File: config.mk
export PLATFORM = sky130hd
export DESIGN_NAME = seq_bit_serializer
export DESIGN_NICKNAME = d
export VERILOG_FILES = /design/src/rtl/seq_bit_serializer.sv
export SDC_FILE = /design/constraint.sdc
export NUM_CORES = 1
export LEC_CHECK = 0
export CORE_MARGIN = 1.5
export CORE_UTILIZATION = 35
export CTS_CLUSTER_SIZE = 25
export DETAILED_ROUTE_END_ITERATION = 10
export HOLD_SLACK_MARGIN = 0.1
export MAX_ROUTING_LAYER = met4
export PLACE_DENSITY = 0.61
export SYNTH_ARGS = -nofsm -noshare
export SYNTH_HDL_FRONTEND = slang
export SYNTH_SLANG_ARGS = --single-unit
File: constraint.sdc
create_clock -name clk -period 1.5 [get_ports clk]
set_input_delay 0.3 -clock clk [delete_from_list [all_inputs] [get_ports clk]]
set_output_delay 0.3 -clock clk [all_outputs]
set_load 0.005 [all_outputs]
File: src/rtl/seq_bit_serializer.sv
// rtl/seq_bit_serializer.sv - parallel-to-serial front end for the 1011 sequence detector
//
// Purpose:
//   Accepts a WIDTH-bit word on a valid/ready handshake and shifts it out
//   MSB-first, one bit per clk, on x. A new word may be accepted on the
//   final-bit cycle of the current frame, so consecutive words stream
//   with no idle cycle between them.
//
// Configuration:
//   SERIALIZER_PARITY_EN - when defined, an even-parity bit (XOR of the
//   accepted word) follows the LSB and carries last. When undefined, a
//   frame is exactly WIDTH bits and no parity logic exists.
//
// Ports:
//   clk        in   1      rising-edge clock
//   reset      in   1      asynchronous active-low reset
//   din        in   WIDTH  parallel word
//   din_valid  in   1      din holds a valid word
//   din_ready  out  1      word can be accepted this cycle
//   x          out  1      serial bit (registered, 0 when idle)
//   x_valid    out  1      x carries a live bit (registered)
//   last       out  1      x carries the final bit of the frame (registered)

module seq_bit_serializer #(
  parameter int WIDTH = 8
) (
  input  logic             clk,
  input  logic             reset,
  input  logic [WIDTH-1:0] din,
  input  logic             din_valid,
  output logic             din_ready,
  output logic             x,
  output logic             x_valid,
  output logic             last
);

`ifdef SERIALIZER_PARITY_EN
  localparam int PAR_W = 1;
`else
  localparam int PAR_W = 0;
`endif

  localparam int FRAME = WIDTH + PAR_W;
  // Sized to hold FRAME-1; the +1 keeps it at least one bit wide when FRAME==1.
  localparam int CW    = $clog2(FRAME + 1);

  typedef enum logic {
    IDLE  = 1'b0,
    SHIFT = 1'b1
  } state_t;

  state_t           state_q;
  logic             x_q;
  logic             x_valid_q;
  logic             last_q;
  logic [FRAME-1:0] shreg_q;
  logic [CW-1:0]    cnt_q;

  // Whole frame as it will leave the block, MSB first.
  logic [FRAME-1:0] frame_d;
  logic             accept_d;

`ifdef SERIALIZER_PARITY_EN
  // Parity is computed from din at the accept edge and stored with the data,
  // so din may change freely afterwards.
  assign frame_d = {din, ^din};
`else
  assign frame_d = din;
`endif

  // Ready in IDLE and on the final bit, which is what makes streaming gapless.
  assign din_ready = !x_valid_q || last_q;
  assign accept_d  = din_valid && din_ready;

  always_ff @(posedge clk or negedge reset) begin
    if (!reset) begin
      state_q   <= IDLE;
      x_q       <= 1'b0;
      x_valid_q <= 1'b0;
      last_q    <= 1'b0;
      shreg_q   <= '0;
      cnt_q     <= '0;
    end else if (accept_d) begin
      // Load: first bit goes straight to x, the rest wait in shreg.
      state_q   <= SHIFT;
      x_q       <= frame_d[FRAME-1];
      x_valid_q <= 1'b1;
      last_q    <= (FRAME == 1);
      shreg_q   <= frame_d << 1;
      cnt_q     <= CW'(FRAME - 1);
    end else if (state_q == SHIFT) begin
      if (cnt_q != '0) begin
        x_q     <= shreg_q[FRAME-1];
        shreg_q <= shreg_q << 1;
        cnt_q   <= cnt_q - CW'(1);
        last_q  <= (cnt_q == CW'(1));
      end else begin
        // Final bit was on x and nothing new arrived: go quiet with x=0.
        state_q   <= IDLE;
        x_q       <= 1'b0;
        x_valid_q <= 1'b0;
        last_q    <= 1'b0;
      end
    end
  end

  assign x       = x_q;
  assign x_valid = x_valid_q;
  assign last    = last_q;

endmodule

==> impl_metrics.toml <==
[status]
run_status = "finished, final reports clean"

[clock_network]
cts.clk_slew.worst_paths_ns = 0.09
numCtsBuffers = 3
insertion_delay_ns = 0.29
htreeDepth = 1
cts_hold_buf = 0
cts_tree = "built"
cts_sinks = 15
root_buffer = "clkbuf_4"
cts_buffer_depth = 2

[yosys]
netlist.area_leader.share = 0.4839
synth_edf_count = 0
synth_ff_type = "dfrtp_1"
synth_cells = 75
yosysMostFrequentCell = "dfrtp_1"
ys_ff_latch = 15
async_flop_share = 1.000
yosysSeqAreaShare = 0.4839
syn-cell-area_um2 = 775.7
synth_common_cells = "dfrtp_1 (15), o21ai_0 (11), a2bb2oi_1 (6), a32oi_1 (6), inv_1 (5)"
postSynthAreaPerCell_um2 = 10.34
synth_top_area_cell = "dfrtp_1"
yosysWarnings = 0
synth_nets = 88
synth_cell_types = 23
synthTopCellsByArea = "dfrtp_1 (48%), o21ai_0 (7.1%), a2bb2oi_1 (6.8%), a32oi_1 (6.8%), ha_1 (3.2%)"

[setup_path]
worstPathRequired_ns = 1.68
path_max_fanout = 6
crit_buf_inv = 1
critPathCaptureType = "register"
worstPathArrival_ns = 1.65
cp_slowest_stage_delay_ns = 0.43
cp-startpoint = "cnt_q[1]"
crit_chain = "inv_2 > ha_4 > or3b_4 > a32oi_1 > a2bb2oi_1"
crit_slowest_cell = "or3b_4"
critPathLaunchType = "register"
cp.depth = 5
cp_top_family = "simple AND/OR/NAND/NOR gates"
r2r_setup_slack_ns = 0.03
r2r_start = "cnt_q[1]"
endpoint = "shreg_q[5]"
reg2reg_depth = 5
r2r-end = "shreg_q[5]"
worstSetupPathType = "register to register"

[power]
p_seq_frac = 0.349
vdd_ir_drop_max_mv = 1.073
power_switching_mw = 0.8339
p_comb_frac = 0.542
leakage_nw = 0.5013
switching_share = 0.3858
power.internal_mw = 1.328
finalPower_mw = 2.162
power.share.clock = 0.109
p_per_area_mw_per_mm2 = 1995

[finish]
n_fill_cell = 179
nets = 116
layout-drive-gt1-share = 0.2549
antenna_cells = 0
fin_cells = 129
utilization = 0.5359
fin_area_mm2 = 0.001084
area_growth_pct = 39.68

[grt]
grt_usage = 0.1636
antenna_found_initial = 0
grt_pass1_vias = 688
overflow = 0
grt_max_degree = 16
grt_first_pass_wirelength_um = 3077

[timing]
hold_viol = 0
tightest_slew_ns = 0.2809
fin_ws_ns = 0.02908
slew_headroom = 0.8101
fin_crit_sh = 0.9806
fin_worst_skew_ns = 0.009664
fmax_mhz = 679.8
tns_ns = 0
holdWs_ns = 0.3222
rsz0062_at_grt = "true"
setup_viol = 0
slew_violations = 0
period_minus_slack_ns = 1.471

[die]
io_pins = 15
coreArea_mm2 = 0.002022
initial_core_util = 0.3837
fp.dieH_um = 50.08
rows = 16
die_w_um = 50.08
die_area_mm2 = 0.002508

[hold_path]
min_path_type = "input pin to async pin"

[placed_design]
gp_congestion = 0.8003
dp_slack_ns = -0.02192
dpl_cell_area_mm2 = 0.001003
dp_hpwl_um = 1260
portBuffers = 14
place_inst = 122

[route]
drt_iter0_drc = 16
final_antenna_net_count = 0
drtPass1Iterations = 4
remaining_drc_errors = 0
wl_um = 1986
num_vias = 700
drt-vias-per-instance = 5.426
detail_route.wl_per_cell_um = 15.40

[run]
drv_cap = 0
[cell type report]
type / count / area [µm²] / share of cell area
multi-input combinational: 51 / 390.4 / 0.3603
inverter: 5 / 18.77 / 0.01732
clock buffer: 4 / 26.28 / 0.02425
sequential: 15 / 375.4 / 0.3464
timing repair buffer: 27 / 239.0 / 0.2206
tap: 27 / 33.78 / 0.03118
[cells in the final DEF (no fill, tap or decap), drive strengths merged]
cell type | Yosys | layout
inv | 5 | 5
mux2i | 2 | 2
nor4b | 1 | 1
or3b | 1 | 2
nor3 | 3 | 3
o211ai | 1 | 1
buf | 5 | 13
nor2b | 2 | 2
a21o | 1 | 1
ha | 2 | 2
a31o | 1 | 1
clkdlybuf4s15 | 0 | 1
clkbuf | 0 | 4
clkdlybuf4s50 | 0 | 11
a32oi | 6 | 6
a21oi | 3 | 3
nand2 | 4 | 4
and3 | 2 | 2
dlymetal6s2s | 0 | 1
nand3 | 1 | 1
a31oi | 2 | 2
o21ai | 11 | 11
a2bb2oi | 6 | 6
nor3b | 1 | 1
dfrtp | 15 | 15
dlygate4sd2 | 0 | 1
[power by group through the flow]
stage	combinational, mW	sequential, mW	clock, mW
after global placement	1.03	0.738	0
final	1.17	0.754	0.235
after global routing	1.28	0.777	0.254
after CTS	1.09	0.737	0.243
after detailed placement	1.05	0.740	0
after floorplan	0.649	0.710	0
[registers in the layout, summed over array words and instances (netlist names)]
register and count:
cnt_q 4, state_q 1, x_valid 1, shreg_q 7, last 1, x 1
[cell families after synthesis]
kind of cell    Yosys count  synth area share
simple gates             15            0.1210
mux                       2           0.02581
fa+ha+maj                 2           0.03225
flops                    15            0.4839
compound gates           31            0.2726
buf+inv                  10           0.06452
[timing repair]
item                       4_1_cts  5_1_grt
cloned                           1        0
buffers inserted                 1        1
pin swaps                        0        3
gates resized for setup          5        7
setup endpoints to repair       10       15
[layer usage]
layer,GRT usage,vias to the layer above,share of wire
met5,-,-,0
met2,0.2632,15,0.49
li1,-,338,-
met4,0.03241,0,0.0045
met3,0.04545,2,0.042
met1,0.2053,345,0.46
[worst min-delay path by stage]
stage,startpoint,to,depth (start not counted)
2_1_floorplan,reset,cnt_q[0],0
3_3_place_gp,shreg_q[1],shreg_q[1],1
3_5_place_dp,shreg_q[1],shreg_q[1],1
4_1_cts,reset,x,2
5_1_grt,reset,shreg_q[7],2
6_report,reset,shreg_q[7],2
(Power assumes the default switching activity.)
